--- src/rtl/vga_timing_pkg.sv ---
`default_nettype none
// ============================================================================
// Module   : vga_timing_pkg
// Brief    : Default 640x480@60 timing constants shared by sync and pixel stages.
// Revision : 1.0
// ============================================================================
package vga_timing_pkg;

    localparam int c_cnt_w      = 10;

    localparam int c_h_display  = 640;
    localparam int c_h_front    = 16;
    localparam int c_h_back     = 48;
    localparam int c_h_retrace  = 96;
    localparam int c_h_total    = c_h_display + c_h_front + c_h_back + c_h_retrace;

    localparam int c_v_display  = 480;
    localparam int c_v_front    = 10;
    localparam int c_v_back     = 33;
    localparam int c_v_retrace  = 2;
    localparam int c_v_total    = c_v_display + c_v_front + c_v_back + c_v_retrace;

    // Inclusive window test used for both sync pulses.
    function automatic logic in_window(input logic [c_cnt_w-1:0] v,
                                       input logic [c_cnt_w-1:0] lo,
                                       input logic [c_cnt_w-1:0] hi);
        return (v >= lo) && (v <= hi);
    endfunction

endpackage
`default_nettype wire

--- src/rtl/vga_tick_div.sv ---
`default_nettype none
// ============================================================================
// Module   : vga_tick_div
// Brief    : Divides clk by CLK_DIV (>= 2) into a one-clk pixel strobe.
// Revision : 1.0
// ============================================================================
module vga_tick_div #(
    parameter int CLK_DIV = 4
) (
    input  logic clk,
    input  logic reset,
    output logic p_tick
);

    localparam int                 c_div_w    = (CLK_DIV > 1) ? $clog2(CLK_DIV) : 1;
    localparam logic [c_div_w-1:0] c_div_last = c_div_w'(CLK_DIV - 1);

    logic [c_div_w-1:0] r_div_cnt;

    always_ff @(posedge clk or negedge reset) begin
        if (!reset) begin
            r_div_cnt <= '0;
        end else if (r_div_cnt == c_div_last) begin
            r_div_cnt <= '0;
        end else begin
            r_div_cnt <= r_div_cnt + 1'b1;
        end
    end

    assign p_tick = (r_div_cnt == c_div_last);

endmodule
`default_nettype wire

--- src/rtl/vga_sync.sv ---
`default_nettype none
// ============================================================================
// Module   : vga_sync
// Brief    : VGA raster counters and sync generation; frame counter present
//            only when VGA_SYNC_FRAME_CNT_EN is defined.
// Revision : 1.0
// ============================================================================
module vga_sync
    import vga_timing_pkg::*;
#(
    parameter int CLK_DIV   = 4,
    parameter int H_DISPLAY = c_h_display,
    parameter int H_FRONT   = c_h_front,
    parameter int H_BACK    = c_h_back,
    parameter int H_RETRACE = c_h_retrace,
    parameter int V_DISPLAY = c_v_display,
    parameter int V_FRONT   = c_v_front,
    parameter int V_BACK    = c_v_back,
    parameter int V_RETRACE = c_v_retrace
) (
    input  logic        clk,
    input  logic        reset,
    output logic        hsync,
    output logic        vsync,
    output logic        video_on,
    output logic        p_tick,
    output logic [9:0]  pix_x,
    output logic [9:0]  pix_y,
    output logic        frame_tick,
    output logic [15:0] frame_cnt
);

    localparam int         c_h_tot    = H_DISPLAY + H_FRONT + H_BACK + H_RETRACE;
    localparam int         c_v_tot    = V_DISPLAY + V_FRONT + V_BACK + V_RETRACE;
    localparam logic [9:0] c_h_last   = 10'(c_h_tot - 1);
    localparam logic [9:0] c_v_last   = 10'(c_v_tot - 1);
    localparam logic [9:0] c_h_disp   = 10'(H_DISPLAY);
    localparam logic [9:0] c_v_disp   = 10'(V_DISPLAY);
    localparam logic [9:0] c_hs_start = 10'(H_DISPLAY + H_FRONT);
    localparam logic [9:0] c_hs_end   = 10'(H_DISPLAY + H_FRONT + H_RETRACE - 1);
    localparam logic [9:0] c_vs_start = 10'(V_DISPLAY + V_FRONT);
    localparam logic [9:0] c_vs_end   = 10'(V_DISPLAY + V_FRONT + V_RETRACE - 1);

    logic       w_p_tick;
    logic       w_h_end;
    logic       w_v_end;
    logic [9:0] w_h_next;
    logic [9:0] w_v_next;
    logic [9:0] r_h_cnt;
    logic [9:0] r_v_cnt;
    logic       r_hsync;
    logic       r_vsync;

    vga_tick_div #(
        .CLK_DIV (CLK_DIV)
    ) u_tick_div (
        .clk     (clk),
        .reset   (reset),
        .p_tick  (w_p_tick)
    );

    assign w_h_end = (r_h_cnt == c_h_last);
    assign w_v_end = (r_v_cnt == c_v_last);

    always_comb begin
        w_h_next = r_h_cnt;
        w_v_next = r_v_cnt;
        if (w_p_tick) begin
            w_h_next = w_h_end ? 10'd0 : r_h_cnt + 10'd1;
            if (w_h_end) begin
                w_v_next = w_v_end ? 10'd0 : r_v_cnt + 10'd1;
            end
        end
    end

    // Syncs decode the next count so they line up with pix_x/pix_y, not a pixel late.
    always_ff @(posedge clk or negedge reset) begin
        if (!reset) begin
            r_h_cnt <= 10'd0;
            r_v_cnt <= 10'd0;
            r_hsync <= 1'b1;
            r_vsync <= 1'b1;
        end else begin
            r_h_cnt <= w_h_next;
            r_v_cnt <= w_v_next;
            r_hsync <= ~in_window(w_h_next, c_hs_start, c_hs_end);
            r_vsync <= ~in_window(w_v_next, c_vs_start, c_vs_end);
        end
    end

    assign p_tick     = w_p_tick;
    assign pix_x      = r_h_cnt;
    assign pix_y      = r_v_cnt;
    assign hsync      = r_hsync;
    assign vsync      = r_vsync;
    assign video_on   = (r_h_cnt < c_h_disp) && (r_v_cnt < c_v_disp);
    assign frame_tick = w_p_tick && w_h_end && w_v_end;

`ifdef VGA_SYNC_FRAME_CNT_EN
    logic [15:0] r_frame_cnt;

    always_ff @(posedge clk or negedge reset) begin
        if (!reset) begin
            r_frame_cnt <= 16'h0000;
        end else if (frame_tick) begin
            r_frame_cnt <= r_frame_cnt + 16'd1;
        end
    end

    assign frame_cnt = r_frame_cnt;
`else
    assign frame_cnt = 16'h0000;
`endif

endmodule
`default_nettype wire

--- config.mk ---
export PLATFORM = sky130hd
export DESIGN_NAME = vga_sync
export DESIGN_NICKNAME = d
export VERILOG_FILES = /design/src/rtl/vga_timing_pkg.sv /design/src/rtl/vga_tick_div.sv /design/src/rtl/vga_sync.sv
export SDC_FILE = /design/constraint.sdc
export NUM_CORES = 1
export LEC_CHECK = 0
export ABC_AREA = 1
export CELL_PAD_IN_SITES_DETAIL_PLACEMENT = 1
export CELL_PAD_IN_SITES_GLOBAL_PLACEMENT = 2
export CORE_MARGIN = 1.5
export CORE_UTILIZATION = 26
export DETAILED_ROUTE_END_ITERATION = 10
export PLACE_DENSITY = 0.89
export SLEW_MARGIN = 30
export SYNTH_ARGS = -nofsm -noshare
export SYNTH_HDL_FRONTEND = slang
export SYNTH_SLANG_ARGS = --single-unit
--- constraint.sdc ---
create_clock -name clk -period 2 [get_ports clk]
set_input_delay 0.4 -clock clk [delete_from_list [all_inputs] [get_ports clk]]
set_output_delay 0.4 -clock clk [all_outputs]
set_load 0.03 [all_outputs]
# ---- Word-level counts from Yosys, hierarchy flattened
# Index checks and enable logic that the tools add are counted.
dict set report totals {
  regBits 24
  in_bits 2
  output_inout_bits 41
  elab_cells 30
}
dict set report op_classes {
  n_lt_le_gt_ge 6
  bitwise 2
  reduce_logical 5
  add_sub_neg 3
  muxes 6
  eq_ne 3
}
# op n
set ops {}
lappend ops {{two-way mux 10 bit} 5}
lappend ops {{adder 10 x 1 -> 10 bit, second input constant} 2}
lappend ops {{equality test 10 bit, second input constant} 2}
lappend ops {{greater-or-equal comparator 10 bit, second input constant} 1}
lappend ops {{greater-or-equal comparator 10 x 9 -> 1 bit, second input constant} 1}
lappend ops {{<= comparator 10 bit, second input constant} 1}
lappend ops {{<= comparator 10 x 9 -> 1 bit, second input constant} 1}
lappend ops {{less-than comparator 10 bit, second input constant} 1}
lappend ops {{less-than comparator 10 x 9 -> 1 bit, second input constant} 1}
lappend ops {{logical AND 1 bit} 5}
lappend ops {{adder 2 x 1 -> 2 bit, second input constant} 1}
lappend ops {{equality test 2 bit, second input constant} 1}
lappend ops {{two-way mux 2 bit} 1}
lappend ops {{inverter 1 bit} 2}

# ---- Logic depth before layout (Yosys ltp)
# Gate-level depths: netlist of the first run.
dict set report depth {
  depth_word 7
  depth_mapped 12
  depth_no_buf 12
}

# ---- Hierarchy
# From an unflattened synthesis of the first run, not the netlist that was laid out.
dict set report unflattened {
  cells_unflattened 212
  hier_area_um2 1595.3
}
# module seq_area_each_um2 cells_each area_each_um2 n_inst
set by_module_without_submodules {}
lappend by_module_without_submodules {vga_sync 553.0 208 1529.0 1}
lappend by_module_without_submodules {vga_tick_div 50.0 4 66.3 1}

# ---- Least setup slack after synthesis of the first run
# Ideal clock, no wire load.
dict set report synth_timing {
  path_type {reg2out}
  from {register r_h_cnt[9] (netlist: pix_x[9])}
  to {output port video_on}
  t_arrival_ps 2227
  t_required_ps 1600
  stages_incl_launch_ff 4
  n_path_buf 0
  slack_ps -627
  cell_sequence {dfrtp_1 > nand2_1 > inv_1 > a2111oi_0}
}
dict set report synth_via {
  elab_chain_len 2
}
# item line
set synth_lines {}
lappend synth_lines {{from (decl)} vga_sync.sv:49} ;# logic [9:0] r_h_cnt;
lappend synth_lines {{from (signal assigned)} vga_sync.sv:84} ;# r_h_cnt <= w_h_next;
lappend synth_lines {{less-than comparator 10 bit} vga_sync.sv:96} ;# assign video_on = (r_h_cnt < c_h_disp) && (r_v_cnt < c_v_disp);
lappend synth_lines {{logical AND 1 bit} vga_sync.sv:96}
lappend synth_lines {{to (decl)} vga_sync.sv:25} ;# output logic video_on,
# Every way passes these cells.

# ---- Worst setup path in the final report of the first run
dict set report layout_timing {
  from {register r_v_cnt[0] (netlist: pix_y[0])}
  to {output port frame_tick}
}
dict set report layout_via {
  elab_chain_len 2
}
# item line
set layout_lines {}
lappend layout_lines {{from (decl)} vga_sync.sv:50} ;# logic [9:0] r_v_cnt;
lappend layout_lines {{from (signal assigned)} vga_sync.sv:85} ;# r_v_cnt <= w_v_next;
lappend layout_lines {{equality test 10 bit} vga_sync.sv:63} ;# assign w_v_end = (r_v_cnt == c_v_last);
lappend layout_lines {{logical AND 1 bit} vga_sync.sv:97} ;# assign frame_tick = w_p_tick && w_h_end && w_v_end;
lappend layout_lines {{to (decl)} vga_sync.sv:29} ;# output logic frame_tick,
# Every way passes these cells.

==> metrics.txt, run 1 <==
Clock Latency Late Sink=0.27 ns; crit path capture type=output port; CP Max Fanout=3; Setup CP Type=reg -> out; power per cell area=417 nW/um^2; worst min-delay path class=reg -> reg; Num CTS Buffers=3; largest net degree at the start of global routing=25; Placer Congestion=0.778; Max VDD drop=0.000286 V; slowest cell on the critical path=dfrtp_2; Synth Register Bits=24; Max stage delay on crit path=0.42 ns; vias in the first global route=1430; clk_skew=0.00223 ns; DR iter-0 viols=55; DR pass1 iterations=4; Synthesis Warnings=0; via density per instance=4.20; FMAX=0.509 GHz; Hold Buf Count CTS=0; dpl hpwl=3.20 mm; Post-Synthesis Cell Area=1580 um^2; final wirelength=4.20 mm; DR WL/cell=12.4 um; Area Overhead vs Synth=33.7%; Yosys top cell area share=34.9%; Leakage Power=0.00107 uW; layout cells sized above 1=20.1%; Final Util=35.9%; Die Area=6550 um^2; nets@finish=271; status=complete, no violations; setup ws final=0.0360 ns; critical path arrival=1.56 ns; clock slew seen by the registers of the worst setup and hold paths=0.09 ns; max-cap violation count=0; Final Max Tran Viols=0; Placed Area=1920 um^2; DR DRC count=0; Die Span Y=80.9 um; endpoints failing hold=0; Final Cycle Share=98.2%; Yosys cell types=26; initial core utilization=26.8%; worst path cell trace=inv_2 -> ha_4 -> inv_2 -> nor2_1 -> nand3_1 -> nor2_2 -> inv_2 -> nor2_4 -> buf_6; final setup fails=0; Syn Inst Count=219; Port Buffers=26; CP bufs+invs=4; Tmin final=1.96 ns; initial antenna violation count=0; sequential fraction of the synthesis area=38.2%; ant diodes=0; Core Rows=28; global-route usage over all layers=13.7%; CP Data Required Time=1.60 ns; CP most frequent cell=inv_2; final instance area=2110 um^2; Num Clock Sinks=24; H-Tree Depth=1; grt ovf=0; Max Buffers Root-to-Sink=2; Hold Worst Slack=0.481 ns; first-pass GRT wire length=6.82 mm; Startpoint Class=register; cell taking the most area after synthesis=dfrtp_1; critical path's top delay family=flip-flops; I/O Pins=43; dpl ws=0.0905 ns; top cells by area, synth=dfrtp_1, nand2_1, inv_1, buf_4, nor2_1; mean area per synthesized cell=7.21 um^2; core area=5890 um^2; CTS tree=built; RSZ-0062 raised after global routing=true; chip width=80.9 um; via count=1425; root buf cell=clkbuf_8; Antenna Nets Post-Route=0
==> cells by family after synthesis <==
group | share of synthesized area [%]
AO/OA/AOI/OAI | 4.28
buffers and inverters | 18.9
adder cells (fa/ha/maj) | 3.17
AND/OR/NAND/NOR | 34.7
XOR/XNOR | 0.555
flip-flops | 38.2
other | 0.237
==> stage by stage <==
| step | instances | total power [uW] | TNS [ns] |
|---|---|---|---|
| floorplan | 234 | 558 | 0 |
| global placement | 323 | 547 | 0 |
| detailed placement | 323 | 547 | 0 |
| CTS | 332 | 896 | -0.00792 |
| global route | 339 | 916 | -0.0688 |
| finish | 339 | 881 | 0 |
==> synthesized netlist by cell type <==
cell type	count
buf_4	16
nor3_2	1
nor2_1	26
a21oi_1	2
inv_1	42
a31oi_1	1
dfstp_2	2
buf_8	1
ha_1	4
dfrtp_1	22
nand3_1	18
nor2_2	1
a2111oi_0	1
conb_1	1
nor3_1	6
nand4_4	1
nand2_2	3
nand2_1	53
xor2_1	1
o21ai_1	3
o21ai_0	4
nand4_1	4
nor2_8	1
nand3_2	3
buf_2	1
o21bai_1	1
==> layout by cell type, fill, tap and decap left out <==
| master | synthesis | final |
|---|---|---|
| nand3_2 | 3 | 3 |
| dfrtp_1 | 22 | 18 |
| o21ai_0 | 4 | 4 |
| inv_1 | 42 | 37 |
| buf_12 | 0 | 1 |
| a2111oi_2 | 0 | 1 |
| buf_4 | 16 | 18 |
| o21ai_1 | 3 | 3 |
| buf_6 | 0 | 1 |
| nor2_4 | 0 | 2 |
| nand2_1 | 53 | 53 |
| ha_2 | 0 | 1 |
| dlygate4sd2_1 | 0 | 1 |
| inv_2 | 0 | 5 |
| nand2_2 | 3 | 3 |
| nor2_1 | 26 | 23 |
| nand3_1 | 18 | 18 |
| a21oi_1 | 2 | 2 |
| dfrtp_2 | 0 | 4 |
| dfstp_2 | 2 | 2 |
| nor2_8 | 1 | 1 |
| clkbuf_8 | 0 | 4 |
| nand4_4 | 1 | 1 |
| ha_4 | 0 | 2 |
| nand4_1 | 4 | 4 |
| ha_1 | 4 | 1 |
| a31oi_1 | 1 | 1 |
| o21bai_1 | 1 | 1 |
| xor2_1 | 1 | 1 |
| nor3_2 | 1 | 2 |
| clkdlybuf4s50_1 | 0 | 23 |
| nor2_2 | 1 | 2 |
| conb_1 | 1 | 16 |
| nor3_1 | 6 | 5 |
==> flip-flops by register name, indices dropped and copies added, names as in the netlist <==
signal                flops
hsync                     1
pix_x                    10
pix_y                    10
vsync                     1
u_tick_div.r_div_cnt      2
==> cell type report <==
cell class,instances,area [um^2]
clock buffer,4,55.1
fill,746,3770
inverter,42,158
multi-input combinational,150,791
sequential,24,608
tap,75,93.8
timing repair buffer,44,405
==> what timing repair did <==
action,CTS,global route
gates resized for setup,10,9
setup endpoints to repair,2,3
buffers inserted,5,7
pin swaps,2,5
endpoints found under the hold margin,0,0
==> where the power goes <==
group          total (uW)  internal, uW  switching, uW
combinational        52.5          3.00           49.5
sequential            485           485              0
clock                 344           176            167
total                 881           664            217
==> final timing paths <==
check                                             start  slack, ns  depth (start not counted)                 endpoint
worst max-delay path                           pix_y[0]       0.04                          9               frame_tick
worst min-delay path            u_tick_div.r_div_cnt[0]       0.48                          1  u_tick_div.r_div_cnt[0]
min in group asynchronous                         reset       0.50                          2                 pix_x[6]
worst max register to register                 pix_x[5]       0.17                         10                    vsync
max in group asynchronous                         reset       1.21                          2                    vsync
worst min register to register  u_tick_div.r_div_cnt[0]       0.48                          1  u_tick_div.r_div_cnt[0]
==> per-layer routing <==
| metal | wire length (um) | track usage (%) | up-vias |
|---|---|---|---|
| li1 | - | - | 730 |
| met1 | 1990 | 18.3 | 669 |
| met2 | 2050 | 22.4 | 21 |
| met3 | 99 | 1.80 | 5 |
| met4 | 57 | 5.00 | 0 |
| met5 | 0 | 0 | - |
Note: power is estimated with default switching activity, not from simulation.
==> run 2: changes to the inputs <==
- CORE_ASPECT_RATIO: not set -> 0.5
- CORE_UTILIZATION: 26 -> 27
- CTS_BUF_LIST: not set -> sky130_fd_sc_hd__clkbuf_16
- PLACE_DENSITY: 0.89 -> 0.9
- SYNTH_HIERARCHICAL: not set -> 1
==> run 2 against run 1 <==
Against the previous run:
- non-clock buffer count decreased by 4
- first-iteration DRC count increased by 18%
- die area decreased by 2.2%
- highest routed layer unchanged
- global-route usage increased by 0.24 points
- sequential share of layout area increased by 0.25 points
- power increased by 12%
- via count increased by 5.0%
- clock skew increased by 0.0041 ns
- clock power increased by 31%
==> metrics.txt, run 2 <==
status=complete, no violations (unchanged); sequential fraction of the synthesis area=37.8% (was 38.2%); top cells by area, synth=dfrtp_1, nand2_1, inv_1, buf_4, nand3_1 (was dfrtp_1, nand2_1, inv_1, buf_4, nor2_1); Die Area=6410 um^2 (was 6550 um^2); critical path arrival=1.59 ns (was 1.56 ns); DR WL/cell=13.5 um (was 12.4 um); Placed Area=1900 um^2 (was 1920 um^2); CP Max Fanout=4 (was 3); Die Span Y=57.4 um (was 80.9 um); Area Overhead vs Synth=30.1% (was 33.7%); Leakage Power=0.00106 uW (was 0.00107 uW); Multi-input gate area=803 um^2 (was 791 um^2); DR iter-0 viols=65 (was 55); Port Buffers=26 (unchanged); power per cell area=476 nW/um^2 (was 417 nW/um^2); clk_skew=0.00634 ns (was 0.00223 ns); Cell Count, Final, Fillers Out=326 (was 339); Comb pwr share=5.3% (was 6.0%); CTS tree=built (unchanged); root buf cell=clkbuf_16 (was clkbuf_8); Post-synth EDFFs=0 (unchanged); CP Data Required Time=1.60 ns (about the same); initial antenna violation count=0 (unchanged); Syn Inst Count=212 (was 219); Async S/R FF share, synth=100% (unchanged); final wirelength=4.39 mm (was 4.20 mm); grt peak-use layer=met2 (unchanged); FILL cells=686 (was 746); cell taking the most area after synthesis=dfrtp_1 (unchanged); Hold Worst Slack=0.507 ns (was 0.481 ns); Synth Register Bits=24 (unchanged); met2 Use GR=25.7% (was 22.4%); final instance area=2080 um^2 (was 2110 um^2); Power Total=989 uW (was 881 uW); crit path capture type=output port (unchanged); Worst setup startpoint=pix_y[0] (unchanged); mean area per synthesized cell=7.52 um^2 (was 7.21 um^2); clock slew seen by the registers of the worst setup and hold paths=0.07 ns (was 0.09 ns); vias in the first global route=1484 (was 1430); worst setup path endpoint=frame_tick (unchanged); Startpoint Class=register (unchanged); Tmin final=1.99 ns (was 1.96 ns); Final Max Tran Viols=0 (unchanged); initial core utilization=28.6% (was 26.8%); Post-synth top cells=nand2_1, inv_1, nand3_1, dfrtp_1, nor2_1 (was nand2_1, inv_1, nor2_1, dfrtp_1, nand3_1); Core Rows=19 (was 28); Cells after DPL=313 (was 323); worst min-delay path class=in -> async (was reg -> reg); met3 usage=2.87% (was 1.80%); first-pass GRT wire length=7.10 mm (was 6.82 mm); final setup fails=0 (unchanged); Num CTS Buffers=3 (unchanged); most common cell in the synthesized netlist=nand2_1 (unchanged); Clock Latency Late Sink=0.26 ns (was 0.27 ns); ant diodes=0 (unchanged); Final Cycle Share=99.6% (was 98.2%); Yosys top cell area share=34.5% (was 34.9%); Max VDD drop=0.000320 V (was 0.000286 V); I/O Pins=43 (unchanged); nets@finish=260 (was 271); Post-synth top flop=dfrtp_1 (unchanged); endpoints failing hold=0 (unchanged); switching share of power=23.5% (was 24.6%); Num Clock Sinks=24 (unchanged); reg-to-reg endpoint=hsync (was vsync); clock group share of total power=45.6% (was 39.0%); chip width=112 um (was 80.9 um); global-route usage over all layers=13.9% (was 13.7%); R2R setup slack=0.19 ns (was 0.17 ns); DR pass1 iterations=4 (unchanged); via count=1496 (was 1425); Hold Buf Count CTS=0 (unchanged); Yosys cell types=31 (was 26); Synthesis Warnings=6 (was 0); via density per instance=4.59 (was 4.20); Antenna Nets Post-Route=0 (unchanged); most frequent cells in the layout=nand2_1, inv_1, nand3_1, clkdlybuf4s50_1, dfrtp_1 (was nand2_1, inv_1, nor2_1, clkdlybuf4s50_1); Max Buffers Root-to-Sink=2 (unchanged); DR DRC count=0 (unchanged); Placer Congestion=0.839 (was 0.778); layout cells sized above 1=17.4% (was 20.1%); largest net degree at the start of global routing=25 (unchanged); Seq pwr share=49.1% (was 55.0%); r2r startpoint=pix_x[0] (was pix_x[5]); commonest non-fill, non-tap cell in the layout=nand2_1 (unchanged); Setup CP Type=reg -> out (unchanged); grt ovf=0 (unchanged); Reg area=603 um^2 (was 608 um^2); TNS Setup=0 ns (unchanged); Global Route met1 Usage=16.8% (was 18.3%); max-cap violation count=0 (unchanged); P_int=756 uW (was 664 uW); FF-to-FF path depth=11 (was 10); Post-Synthesis Cell Area=1600 um^2 (was 1580 um^2); P_sw=232 uW (was 217 uW); FMAX=0.502 GHz (was 0.509 GHz); dpl hpwl=3.17 mm (was 3.20 mm); H-Tree Depth=1 (unchanged); core area=5590 um^2 (was 5890 um^2)
==> run 2: area by class of cell <==
class / instances / area share (%)
timing repair buffer: 40 / 17.4
tap: 73 / 4.40
multi-input combinational: 149 / 38.7
inverter: 36 / 6.63
clock inverter: 1 / 0.181
sequential: 24 / 29.1
clock buffer: 3 / 3.62
==> run 2: what timing repair did <==
item,4_1_cts,5_1_grt
pin swaps,1,5
setup buffers,3,6
resized for setup,2,9
endpoints found under the hold margin,0,0
endpoints found under the setup margin,1,1
==> run 2: power groups by stage <==
stage	Sequential, uW	Clock (uW)	Combinational (uW)
floorplan	495	0	63.2
global placement	494	0	52.2
detailed placement	494	0	53.1
CTS	485	463	53.1
global route	485	481	56.3
finish	485	451	52.6
==> run 2: cell families (layout without fill, tap and decap cells) <==
family | Yosys count | in the layout | synth area share [%]
other cells | 1 | 16 | 0.235
xor+xnor | 1 | 1 | 0.549
compound gates | 13 | 13 | 4.94
flops | 24 | 24 | 37.8
simple gates | 115 | 115 | 36.0
fa+ha+maj | 4 | 4 | 3.14
buf+inv | 54 | 80 | 17.3
==> run 2: layer usage <==
| metal | up-vias | routed length, um | share of wire [%] |
|---|---|---|---|
| met3 | 6 | 188 | 4.3 |
| met2 | 41 | 2210 | 50 |
| met1 | 724 | 1950 | 44 |
| li1 | 725 | - | - |
| met4 | 0 | 48 | 1.1 |
| met5 | - | 0 | 0 |
==> run 2: worst min path at each step <==
stage,end,cells after the start,slack (ns),from
5_1_grt,pix_y[0],2,0.53,reset
3_3_place_gp,u_tick_div/r_div_cnt[0],1,0.41,u_tick_div/r_div_cnt[0]
4_1_cts,u_tick_div/r_div_cnt[0],1,0.43,u_tick_div/r_div_cnt[0]
3_5_place_dp,u_tick_div/r_div_cnt[0],1,0.42,u_tick_div/r_div_cnt[0]
2_1_floorplan,pix_x[0],0,0.10,reset
6_report,pix_y[0],2,0.51,reset
==> run 2: through the flow <==
stage | worst slack, ns | utilization (%)
after floorplan | 0.0329 | -
after global placement | 0.170 | 34.0
after detailed placement | 0.120 | 34.0
after CTS | 0.0209 | 35.9
after global routing | -0.138 | 37.2
final | 0.00751 | 37.2
==> run 2: critical path, cell delays in order, from the launching register on <==
cell and delay, ns:
dfrtp_1 0.41, inv_2 0.08, ha_1 0.14, nand2_1 0.06, nor2_1 0.15, nand3_1 0.12
inv_1 0.09, nand2_2 0.09, inv_2 0.06, buf_6 0.12
